==> config.mk <==
export PLATFORM = sky130hd
export DESIGN_NAME = pc_fetch_unit_flat
export DESIGN_NICKNAME = d
export VERILOG_FILES = /design/src/rtl/pc_fetch_unit_if.sv /design/src/rtl/pc_fetch_unit.sv /design/src/flat_wrapper.sv
export SDC_FILE = /design/constraint.sdc
export NUM_CORES = 1
export LEC_CHECK = 0
export BUFFER_PORTS_ARGS = -buffer_cell sky130_fd_sc_hd__buf_2
export CAP_MARGIN = 20
export CORE_ASPECT_RATIO = 1.4
export CORE_MARGIN = 2
export CORE_UTILIZATION = 35
export CTS_BUF_LIST = sky130_fd_sc_hd__clkbuf_4 sky130_fd_sc_hd__clkbuf_8 sky130_fd_sc_hd__clkbuf_16
export DETAILED_ROUTE_END_ITERATION = 8
export PLACE_DENSITY = 0.67
export SLEW_MARGIN = 30
export SYNTH_ARGS = -nofsm -noshare
export SYNTH_HDL_FRONTEND = slang
export SYNTH_SLANG_ARGS = --single-unit
==> constraint.sdc <==
create_clock -name clk -period 10.2 [get_ports clk]
set_input_delay 1.53 -clock clk [delete_from_list [all_inputs] [get_ports clk]]
set_output_delay 1.53 -clock clk [all_outputs]
set_load 0.1 [all_outputs]
==> src/rtl/pc_fetch_unit_if.sv <==
// Instruction-memory request/response bus between the fetch unit (master)
// and the instruction memory (slave). One request outstanding at a time.
interface pc_fetch_unit_if;
  logic        imem_req;
  logic [31:0] imem_addr;
  logic        imem_ready;
  logic        imem_rvalid;
  logic [31:0] imem_rdata;

  modport master (
    output imem_req,
    output imem_addr,
    input  imem_ready,
    input  imem_rvalid,
    input  imem_rdata
  );

  modport slave (
    input  imem_req,
    input  imem_addr,
    output imem_ready,
    output imem_rvalid,
    output imem_rdata
  );
endinterface

==> src/rtl/pc_fetch_unit.sv <==
// PC and instruction-fetch stage: single-outstanding fetch, JALR/branch
// redirects with kill of in-flight responses, misaligned-target trap.
module pc_fetch_unit #(
  parameter logic [31:0] RESET_PC = 32'h0000_0000
) (
  input  logic                    clk,
  input  logic                    rst,
  pc_fetch_unit_if.master         imem,
  input  logic                    redirect_jalr,
  input  logic [31:0]             jalr_target,
  input  logic                    redirect_br,
  input  logic [31:0]             br_target,
  input  logic                    stall,
  output logic                    if_valid,
  output logic [31:0]             if_instr,
  output logic [31:0]             if_pc,
  output logic [31:0]             if_pc_plus4,
  output logic                    misaligned_trap,
  output logic [31:0]             trap_pc
);

  typedef enum logic [1:0] {
    FETCH = 2'd0,
    WAIT  = 2'd1,
    HOLD  = 2'd2,
    TRAP  = 2'd3
  } state_t;

  state_t      state;
  logic [31:0] pc;
  logic        pending;
  logic        kill;

  // JALR wins over branch; the JALR target always has bit 0 cleared.
  function automatic logic [31:0] redirect_target(
    input logic        is_jalr,
    input logic [31:0] jt,
    input logic [31:0] bt
  );
    if (is_jalr) redirect_target = {jt[31:1], 1'b0};
    else         redirect_target = bt;
  endfunction

  function automatic logic is_misaligned(input logic [31:0] t);
    is_misaligned = (t[1:0] != 2'b00);
  endfunction

  logic        redirect;
  logic [31:0] tgt;
  logic        tgt_bad;
  logic        accept;
  logic        resp;
  logic        still_out;

  assign redirect = redirect_jalr | redirect_br;
  assign tgt      = redirect_target(redirect_jalr, jalr_target, br_target);
  assign tgt_bad  = is_misaligned(tgt);

  assign imem.imem_req  = (state == FETCH) && !pending && !rst;
  assign imem.imem_addr = pc;

  assign accept    = imem.imem_req && imem.imem_ready;
  // Responses only count while a request is outstanding, so a stray rvalid
  // after reset is ignored.
  assign resp      = imem.imem_rvalid && pending;
  // A request still in flight after this edge must have its response killed.
  assign still_out = accept || (pending && !imem.imem_rvalid);

  always_ff @(posedge clk or posedge rst) begin
    if (rst) begin
      state           <= FETCH;
      pc              <= RESET_PC;
      pending         <= 1'b0;
      kill            <= 1'b0;
      if_valid        <= 1'b0;
      if_instr        <= 32'h0;
      if_pc           <= 32'h0;
      if_pc_plus4     <= 32'h0;
      misaligned_trap <= 1'b0;
      trap_pc         <= 32'h0;
    end else if (redirect) begin
      if_valid <= 1'b0;
      pending  <= still_out;
      kill     <= still_out;
      if (tgt_bad) begin
        misaligned_trap <= 1'b1;
        trap_pc         <= tgt;
        state           <= TRAP;
      end else begin
        misaligned_trap <= 1'b0;
        pc              <= tgt;
        state           <= FETCH;
      end
    end else begin
      // A killed response can drain in whatever state we have moved on to.
      if (resp && kill) begin
        pending <= 1'b0;
        kill    <= 1'b0;
      end
      case (state)
        FETCH: begin
          if (accept) begin
            pending <= 1'b1;
            state   <= WAIT;
          end
        end
        WAIT: begin
          if (resp && !kill) begin
            if_instr    <= imem.imem_rdata;
            if_pc       <= pc;
            if_pc_plus4 <= pc + 32'd4;
            if_valid    <= 1'b1;
            pc          <= pc + 32'd4;
            pending     <= 1'b0;
            state       <= HOLD;
          end
        end
        HOLD: begin
          if (!stall) begin
            if_valid <= 1'b0;
            state    <= FETCH;
          end
        end
        TRAP: begin
          state <= TRAP;
        end
        default: state <= FETCH;
      endcase
    end
  end

endmodule
==> src/flat_wrapper.sv <==
// flat-port wrapper written by rule: the top's interface ports become plain ports
module pc_fetch_unit_flat 
#(
  parameter logic [31:0] RESET_PC = 32'h0000_0000
)
  (clk, rst, redirect_jalr, jalr_target, redirect_br, br_target, stall, if_valid, if_instr, if_pc, if_pc_plus4, misaligned_trap, trap_pc, imem_imem_req, imem_imem_addr, imem_imem_ready, imem_imem_rvalid, imem_imem_rdata);
  pc_fetch_unit_if imem_i ();
  input  logic clk;
  input  logic rst;
  input  logic redirect_jalr;
  input  logic [31:0] jalr_target;
  input  logic redirect_br;
  input  logic [31:0] br_target;
  input  logic stall;
  output logic if_valid;
  output logic [31:0] if_instr;
  output logic [31:0] if_pc;
  output logic [31:0] if_pc_plus4;
  output logic misaligned_trap;
  output logic [31:0] trap_pc;
  output wire logic [$bits(imem_i.imem_req)-1:0] imem_imem_req;
  output wire logic [$bits(imem_i.imem_addr)-1:0] imem_imem_addr;
  input wire logic [$bits(imem_i.imem_ready)-1:0] imem_imem_ready;
  input wire logic [$bits(imem_i.imem_rvalid)-1:0] imem_imem_rvalid;
  input wire logic [$bits(imem_i.imem_rdata)-1:0] imem_imem_rdata;
  assign imem_imem_req = imem_i.imem_req;
  assign imem_imem_addr = imem_i.imem_addr;
  assign imem_i.imem_ready = imem_imem_ready;
  assign imem_i.imem_rvalid = imem_imem_rvalid;
  assign imem_i.imem_rdata = imem_imem_rdata;
  pc_fetch_unit #(.RESET_PC(RESET_PC)) u_core (.clk(clk), .rst(rst), .imem(imem_i), .redirect_jalr(redirect_jalr), .jalr_target(jalr_target), .redirect_br(redirect_br), .br_target(br_target), .stall(stall), .if_valid(if_valid), .if_instr(if_instr), .if_pc(if_pc), .if_pc_plus4(if_pc_plus4), .misaligned_trap(misaligned_trap), .trap_pc(trap_pc));
endmodule
Word level (Yosys, flattened, before mapping)
Cells that the tools add are included.
{"block": "classes", "n_addsub": 1, "eq_ne": 7, "n_mux": 23, "n_bitwise": 2, "n_reduce_logical": 23}
{"operator": "$mux 32", "n": 5}
{"operator": "$add 32x3->32 const B", "n": 1}
{"operator": "$reduce_and 3->1", "n": 4}
{"operator": "$mux 1", "n": 10}
{"operator": "$mux 2", "n": 5}
{"operator": "$pmux 2 s4", "n": 1}
{"operator": "$reduce_bool 2->1", "n": 4}
{"operator": "$logic_and 1x1->1", "n": 7}
{"operator": "$ne 3x1->1 const B", "n": 2}
{"operator": "$eq 2x2->1 const B", "n": 2}
{"operator": "$logic_not 1->1", "n": 4}
{"operator": "$pmux 1 s2", "n": 2}
{"operator": "$ne 3x2->1 const B", "n": 1}
{"operator": "$reduce_bool 3->1", "n": 1}
{"operator": "$eq 2x1->1 const B", "n": 1}
{"operator": "$logic_not 2->1", "n": 1}
{"operator": "$ne 2x2->1 const B", "n": 1}
{"operator": "$reduce_and 2->1", "n": 1}
{"operator": "$logic_or 1x1->1", "n": 1}
{"operator": "$not 1->1", "n": 1}
{"operator": "$or 1x1->1", "n": 1}
{"block": "word_totals", "register_bits": 166, "elab_cells": 66}

Logic depth before layout (Yosys ltp)
Gate-level depths: netlist (run 1).
{"block": "depth", "word_depth": 7, "depth_mapped": 10, "mapped_depth_nobuf": 6}

Least setup slack after synthesis (run 1)
Ideal clock, no wire load.
{"block": "synth_path", "kind": "input to output", "from": "input port rst", "to": "output port imem_imem_req", "arrival_ns": 3.718, "slack_ns": 4.952, "path_stages": 1, "n_path_buf": 0, "path_cell_list": "nor3b_1"}
{"block": "synth_via", "elab_chain_cells": 2}
{"element": "start: declaration", "line_no": "flat_wrapper.sv:9", "rtl": "input logic rst;"}
{"element": "$logic_not 1->1", "line_no": "pc_fetch_unit.sv:59", "rtl": "assign imem.imem_req = (state == FETCH) && !pending && !rst;"}
{"element": "$logic_and 1x1->1", "line_no": "pc_fetch_unit.sv:59"}
{"element": "end: declaration", "line_no": "flat_wrapper.sv:21", "rtl": "output wire logic [$bits(imem_i.imem_req)-1:0] imem_imem_req;"}
No other way between the ends.

Final worst setup path (run 1)
Ends and elaborated chain as after synthesis.

==> impl_metrics.json, run 1 <==
{
  "syn-num-nets": 1001,
  "cts_tree": "built",
  "tightest_slew_ns": 0.989,
  "ys_seq_elements": 164,
  "synth.area.top_cells": "dfrtp_1 51%, nand2_1 10%, mux2i_1 5.0%, nor2_1 4.0%, a21oi_1 3.2%",
  "die_area_um2": 24300,
  "hp-class": "reg2reg",
  "cts_setup_buffers": 0,
  "fin_crit_sh": 0.376,
  "fin_skew_ns": 0.00840,
  "hpwl_mm": 17.5,
  "final_common_cell": "buf_2",
  "worstPathArrival_ns": 2.30,
  "die_w_um": 132,
  "drt_wl_total_mm": 24.2,
  "yosysTopAreaCell": "dfrtp_1",
  "cts_sinks": 164,
  "rows": 65,
  "vias": 7216,
  "setup_violations": 0,
  "viasPerCell": 5.05,
  "grt_overflow_total": 0,
  "syn_area_um2": 8070,
  "holdPathStages": 2,
  "drt_iter0_drc": 413,
  "antenna_found_initial": 0,
  "r2r_end": "u_core.imem.imem_addr[28]",
  "finalSetupTns_ns": 0,
  "drive_gt1_frac": 0.285,
  "required_ns": 8.67,
  "synth-async-reset-ratio": 1.00,
  "status": "completed",
  "root_buffer": "clkbuf_16",
  "clock_latency_ns": 0.43,
  "hp-start": "u_core.if_pc[24]",
  "die_y_um": 184,
  "antenna_cells": 0,
  "startpoint_type": "primary input",
  "grt_pass1_wl_mm": 38.2,
  "power_leakage_uw": 0.00517,
  "place_congestion": 0.832,
  "synth-seq-area-share": 0.509,
  "cp-end-kind": "output port",
  "slew-limit-headroom": 0.334,
  "initial_core_util": 0.357,
  "grt_setup_unrepaired": "no",
  "clk_pin_slew_ns": 0.06,
  "ant_nets": 0,
  "worstPathMaxFanout": 3,
  "cts_buffers": 17,
  "synth_edf_count": 0,
  "grt_start_max_net_pins": 111,
  "grt_pass1_vias": 6729,
  "drv_slew": 0,
  "hold_path_end": "u_core.if_pc[24]",
  "max_cap_viol_count": 0,
  "yosys.area.top_type_share": 0.509,
  "grt_use_total": 0.201,
  "r2r.worst_path.cells": 5,
  "period_needed_ns": 3.83,
  "crit_type": "in2out",
  "synth_cell_types": 63,
  "r2r-start": "u_core.imem.imem_addr[2]",
  "final_cell_mix": "264 x buf_2, 219 x nand2_1, 164 x dfrtp_1, 83 x nor2_1, 51 x a21oi_1",
  "p_total_uw": 2880,
  "p_per_area_nw_per_um2": 283,
  "cts_resized": 0,
  "vdd_drop_max_uv": 120,
  "core_area_um2": 22600,
  "cts_htree_levels": 4,
  "firstDrtPassIters": 6,
  "avgSynthCellArea_um2": 9.03,
  "wl_per_cell_um": 16.9,
  "synthCells": 893,
  "area_growth_pct": 26.0,
  "io_pins": 266,
  "nets": 1223,
  "yosysWarningCount": 0,
  "holdBufCountCts": 0,
  "synth-main-ff-cell": "dfrtp_1",
  "io_buffers": 264,
  "clockBufferDepth": 2,
  "reg2reg_slack_ns": 7.43,
  "max_freq_mhz": 261,
  "drcViolationCount": 0,
  "hold_violations": 0
}
==> through the flow <==
step | instance area, µm² | hold WS [ns] | util | worst slack [ns] | std cells
2_1_floorplan | 8070 | 0.546 | - | 4.24 | 893
3_3_place_gp | 9530 | 0.453 | 0.421 | 6.00 | 1397
3_5_place_dp | 9540 | 0.458 | 0.422 | 5.99 | 1397
4_1_cts | 10200 | 0.474 | 0.450 | 6.37 | 1429
5_1_grt | 10200 | 0.487 | 0.450 | 6.26 | 1429
6_report | 10200 | 0.469 | 0.450 | 6.37 | 1429
==> layer usage <==
metal,part of all wire,vias to the layer above,track usage
met5,0,-,0
met4,0.035,0,0.0890
met3,0.063,38,0.0469
met2,0.46,264,0.310
met1,0.44,3360,0.272
li1,-,3554,-
==> power by group <==
group,total [µW],switching [µW],leakage [µW],internal (µW)
clock network,684,269,0.000301,415
registers,884,113,0.00210,771
logic,1310,1120,0.00277,194
total,2880,1500,0.00517,1380
==> synthesized netlist by cell type, types with 11 or more instances <==
cell type,n
nand2_1,220
dfrtp_1,164
nor2_1,85
a21oi_1,51
o21ai_0,46
mux2i_1,40
buf_2,30
clkbuf_1,30
nand3_1,21
inv_1,13
nand4_1,13
nor3_1,13
a31oi_1,11
or4_1,11
==> registers in the layout, indices dropped and copies added (netlist names) <==
name and cells:
u_core.if_pc 30, u_core.kill 1, u_core.if_instr 32, u_core.state 2, u_core.if_valid 1, u_core.trap_pc 32, u_core.if_pc_plus4 32, u_core.misaligned_trap 1
u_core.imem.imem_addr 32, u_core.pending 1
==> layout make-up <==
class                           instances  area, µm²
Inverter                               14       60.1
Tap cell                              301        377
Fill cell                            2285      12400
Multi-Input combinational cell        646       3620
Clock buffer                           18        439
Sequential cell                       164       4100
Timing Repair Buffer                  272       1390
Clock inverter                         14        185
==> worst max-delay path: stages <==
cell and delay (ns):
buf_2 0.14, nor3b_1 0.18, buf_2 0.45
==> worst max-delay path by stage <==
stage	startpoint	to	slack (ns)	depth (start not counted)
after floorplan	rst	u_core.if_instr[0]	4.24	1
after global placement	redirect_jalr	u_core.imem.imem_addr[28]	6.00	7
after detailed placement	redirect_jalr	u_core.imem.imem_addr[28]	5.99	7
after CTS	rst	imem_imem_req	6.37	3
after global routing	redirect_jalr	u_core.imem.imem_addr[28]	6.26	7
final	rst	imem_imem_req	6.37	3
==> cell families (layout without fill, tap and decap cells) <==
| family | count (synthesis) | after routing | share of synthesized area |
|---|---|---|---|
| AO/OA/AOI/OAI | 174 | 174 | 0.137 |
| XOR/XNOR | 14 | 14 | 0.0152 |
| adder cells (fa/ha/maj) | 5 | 5 | 0.00776 |
| buffers and inverters | 83 | 318 | 0.0473 |
| flip-flops | 164 | 164 | 0.509 |
| multiplexers | 42 | 42 | 0.0524 |
| AND/OR/NAND/NOR | 411 | 411 | 0.231 |
No activity file was read; power rests on OpenSTA's default activity.
==> run 2: changes to the inputs <==
clock period = 3.7 ns   (was 10.2 ns; I/O delays follow)
==> run 2 against run 1 <==
  * Via count grew 2.5%
  * Global-route usage grew 0.34 points
  * Register-to-register slack lost 6.5 ns
  * Critical path depth grew 2
  * Sequential power grew to 2.8 times the previous value
  * Clock power grew 140%
  * Count of clock-buffer cells in the layout grew 6
  * Cell count grew 0.42%
  * Critical path type is now reg2reg
==> impl_metrics.json, run 2 (synthesis gave the netlist of run 1 again) <==
{
  "pre_cts_slack_ns": 0.828,
  "cts_htree_levels": 4,
  "area_growth_pct": 25.9,
  "die_y_um": 184,
  "setup_violations": 0,
  "required_ns": 4.01,
  "place_congestion": 0.870,
  "antenna_cells": 0,
  "startpoint_type": "flip-flop",
  "hp-class": "in2async",
  "clock_latency_ns": 0.43,
  "power_leakage_uw": 0.00517,
  "antenna_found_initial": 0,
  "rows": 65,
  "grt_use_total": 0.205,
  "die_w_um": 132,
  "clk_pin_slew_ns": 0.07,
  "drcViolationCount": 0,
  "worstPathMaxFanout": 7,
  "vias": 7393,
  "grt_start_max_net_pins": 94,
  "core_area_um2": 22600,
  "fill_cells": 2246,
  "p_per_area_nw_per_um2": 760,
  "cts_buffers": 17,
  "cts_sinks": 164,
  "viasPerCell": 5.15,
  "initial_core_util": 0.357,
  "io_pins": 266,
  "fin_ws_ns": 0.886,
  "hpwl_mm": 18.7,
  "vdd_drop_max_uv": 398,
  "p_comb_frac": 0.471,
  "finalSetupTns_ns": 0,
  "max_cap_viol_count": 0,
  "p_int_uw": 3600,
  "fin_util": 0.449,
  "cts_setup_buffers": 0,
  "drv_slew": 0,
  "slew-limit-headroom": 0.319,
  "worstPathArrival_ns": 3.13,
  "ant_nets": 0,
  "final_cell_mix": "264 x buf_2, 219 x nand2_1, 164 x dfrtp_1, 83 x nor2_1, 51 x a21oi_1",
  "firstDrtPassIters": 5,
  "status": "completed",
  "fin_crit_sh": 0.761,
  "root_buffer": "clkbuf_16",
  "tightest_slew_ns": 1.01,
  "dp.cells": 1403,
  "drt_iter0_drc": 445,
  "wl_per_cell_um": 17.5,
  "grt_pass1_wl_mm": 38.7,
  "grt_setup_unrepaired": "no",
  "cts_tree": "built",
  "period_needed_ns": 2.81,
  "hold_violations": 0,
  "seqPwrFrac": 0.317,
  "fin_skew_ns": 0.0106,
  "hold_slack_ns": 0.276,
  "cp-end-kind": "flip-flop",
  "io_buffers": 264,
  "drive_gt1_frac": 0.288,
  "final_common_cell": "buf_2",
  "grt_overflow_total": 0,
  "cts_resized": 0,
  "drt_wl_total_mm": 25.2,
  "grt_pass1_vias": 6847,
  "clockBufferDepth": 2,
  "switchingPower_uw": 4120,
  "p_clk_frac": 0.213,
  "crit_type": "reg2reg",
  "nets": 1229,
  "die_area_um2": 24300,
  "holdBufCountCts": 0,
  "final_cells": 1435,
  "max_freq_mhz": 355,
  "switching_share": 0.534
}
-- run 2: changes by cell type in the layout (fill, tap and decap cells not counted) --
cell / previous run / this run
clkbuf_4: 0 / 5
buf_4: 7 / 11
bufinv_16: 4 / 0
buf_12: 0 / 3
clkinv_2: 5 / 3
clkinvlp_4: 3 / 5
a211oi_2: 0 / 1
a211oi_4: 1 / 0
buf_6: 1 / 0
clkbuf_8: 1 / 2
clkinv_4: 2 / 1
inv_8: 1 / 0
-- run 2: worst paths after layout --
path	cells after the start	to	slack, ns	startpoint
setup / recovery	5	u_core.imem.imem_addr[28]	0.89	u_core.imem.imem_addr[3]
hold / removal	3	u_core.if_pc_plus4[1]	0.28	rst
setup reg to reg	5	u_core.imem.imem_addr[28]	0.89	u_core.imem.imem_addr[3]
hold reg to reg	2	u_core.if_instr[17]	0.47	u_core.if_instr[17]
max in group asynchronous	3	u_core.if_pc_plus4[8]	2.95	rst
min in group clk	3	u_core.if_instr[0]	0.32	imem_imem_rdata[0]
-- run 2: metrics by stage --
step	power, µW	cell area (µm²)
2_1_floorplan	5420	8070
3_3_place_gp	6080	9610
3_5_place_dp	6110	9610
4_1_cts	7780	10200
5_1_grt	8020	10200
6_report	7720	10200
-- run 2: routing by layer --
layer,vias up,wire [µm],track usage
li1,3552,-,-
met1,3492,10600,0.258
met4,0,844,0.0882
met3,42,1530,0.0430
met5,-,0,0
met2,307,12200,0.341
-- run 2: layout make-up --
class	instances	area [µm²]	share of cell area
clock inverters	8	53.8	0.00530
clock buffers	24	490	0.0483
inverters	14	56.3	0.00555
flip-flops and latches	164	4100	0.404
repair buffers	278	1460	0.144
well taps	301	377	0.0371
multi-input cells	646	3610	0.355
-- run 2: worst max-delay path, cell delays in order (launching register included) --
cell and delay [ns]:
dfrtp_1 0.51, ha_1 0.34, nand4_1 0.39, nor3_1 0.90, nand2_1 0.19, o311a_1 0.38
-- run 2: power by group through the flow --
stage | sequential [µW] | clock, µW | combinational [µW]
after global placement | 2450 | 0 | 3620
after detailed placement | 2470 | 0 | 3640
after floorplan | 4770 | 0 | 653
after global routing | 2490 | 1760 | 3770
final | 2440 | 1640 | 3630
after CTS | 2440 | 1690 | 3650
==> run 3: changes to the inputs <==
clock period = 2.7 ns   (was 3.7 ns; I/O delays follow)
==> run 3 against run 2 <==
  * Flip-flop and latch count unchanged
  * Setup slack lost 0.54 ns
  * Non-clock buffer count increased by 20
  * Die area is the same
  * Via count is 0.12% lower
  * Clock skew about the same
  * Critical endpoint is now u_core.imem.imem_addr[4]
  * Register-to-register slack worse by 0.54 ns
  * Fmax up 20%
  * Final area rose by 2.6%
==> impl_metrics.json, run 3 (synthesis gave the netlist of run 1 again) <==
{
  "status": "completed",
  "cts_sinks": 164,
  "use_met1": 0.260,
  "grt_start_max_net_pins": 63,
  "final_cells": 1455,
  "viasPerCell": 5.07,
  "antenna_found_initial": 0,
  "rows": 65,
  "cts_buffers": 17,
  "drv_slew": 0,
  "grt_use_total": 0.207,
  "fin_skew_ns": 0.0104,
  "cts_setup_buffers": 0,
  "final_common_cell": "buf_2",
  "antenna_cells": 0,
  "startpoint_type": "flip-flop",
  "r2r_end": "u_core.imem.imem_addr[4]",
  "drt_iter0_drc": 473,
  "worstPathMaxFanout": 15,
  "hold_violations": 0,
  "tightest_slew_ns": 0.717,
  "io_pins": 266,
  "die_area_um2": 24300,
  "holdBufCountCts": 0,
  "max_cap_viol_count": 0,
  "drt_wl_total_mm": 25.1,
  "finalSetupTns_ns": 0,
  "root_buffer": "clkbuf_16",
  "vias": 7384,
  "clock_latency_ns": 0.44,
  "grt_setup_unrepaired": "no",
  "required_ns": 3.03,
  "p_per_area_nw_per_um2": 1060,
  "reg2reg_slack_ns": 0.35,
  "die_w_um": 132,
  "grt_pass1_wl_mm": 39.3,
  "core_area_um2": 22600,
  "cp-end-kind": "flip-flop",
  "clockBufferDepth": 2,
  "crit_type": "reg2reg",
  "vdd_drop_max_uv": 434,
  "use_met2": 0.337,
  "grt_overflow_total": 0,
  "ant_nets": 0,
  "period_needed_ns": 2.35,
  "nets": 1249,
  "area_growth_pct": 29.2,
  "firstDrtPassIters": 5,
  "fin_crit_sh": 0.871,
  "final_cell_mix": "264 x buf_2, 219 x nand2_1, 164 x dfrtp_1, 83 x nor2_1, 51 x a21oi_1",
  "setup_violations": 0,
  "place_congestion": 0.833,
  "cts_resized": 0,
  "max_freq_mhz": 425,
  "power_leakage_uw": 0.00532,
  "r2r.worst_path.cells": 7,
  "die_y_um": 184,
  "gr-usage-met3": 0.0502,
  "slew-limit-headroom": 0.517,
  "drcViolationCount": 0,
  "busiest_layer": "met2",
  "hpwl_mm": 18.8,
  "wl_per_cell_um": 17.3,
  "io_buffers": 264,
  "grt_pass1_vias": 7139,
  "drive_gt1_frac": 0.302,
  "initial_core_util": 0.357,
  "cts_tree": "built",
  "dp.cells": 1423,
  "cts_htree_levels": 4,
  "fill_cells": 2252,
  "worstPathArrival_ns": 2.68,
  "r2r-start": "u_core.state[1]",
  "hp-class": "in2async",
  "clk_pin_slew_ns": 0.07,
  "startpoint": "u_core.state[1]"
}
run 3: critical path, stage by stage, from the launching register on:
cell,delay [ns]
dfrtp_1,0.40
inv_1,0.11
ha_1,0.27
nand3_1,0.19
o211ai_2,0.56
buf_4,0.33
o21ai_0,0.12
a22o_1,0.25
run 3: report_power, final:
part           internal, µW  switching, µW  total (µW)
sequential             2910            404        3320
combinational           774           4260        5040
clock                  1600           1070        2670
total                  5290           5730       11000
run 3: worst max path at each step:
stage / endpoint / slack (ns) / cells after the start
3_3_place_gp: u_core.imem.imem_addr[4] / 0.33 / 6
5_1_grt: u_core.imem.imem_addr[10] / 0.16 / 7
2_1_floorplan: u_core.if_pc_plus4[20] / 0.02 / 7
6_report: u_core.imem.imem_addr[4] / 0.35 / 7
3_5_place_dp: u_core.imem.imem_addr[4] / 0.30 / 6
4_1_cts: u_core.imem.imem_addr[4] / 0.35 / 7
run 3: per-layer routing:
metal	part of all wire	vias to the layer above
li1	-	3616
met1	0.43	3440
met2	0.48	274
met3	0.060	54
met4	0.036	0
met5	0	-
run 3: metrics by stage:
step	hold WS [ns]	setup WS, ns	cell area, µm²	util	total power [µW]
2_1_floorplan	0.504	0.0223	8070	-	7430
3_3_place_gp	0.454	0.333	9780	0.432	8350
3_5_place_dp	0.457	0.297	9780	0.432	8400
4_1_cts	0.107	0.349	10400	0.461	11100
5_1_grt	0.132	0.161	10400	0.461	11500
6_report	0.0907	0.349	10400	0.461	11000
run 3: final cells by class:
type	count	area, µm²	share of cell area
clock inverter	13	194	0.0186
sequential	164	4100	0.394
multi-input combinational	646	3610	0.347
inverter	14	56.3	0.00540
tap	301	377	0.0362
clock buffer	19	447	0.0429
timing repair buffer	298	1630	0.156
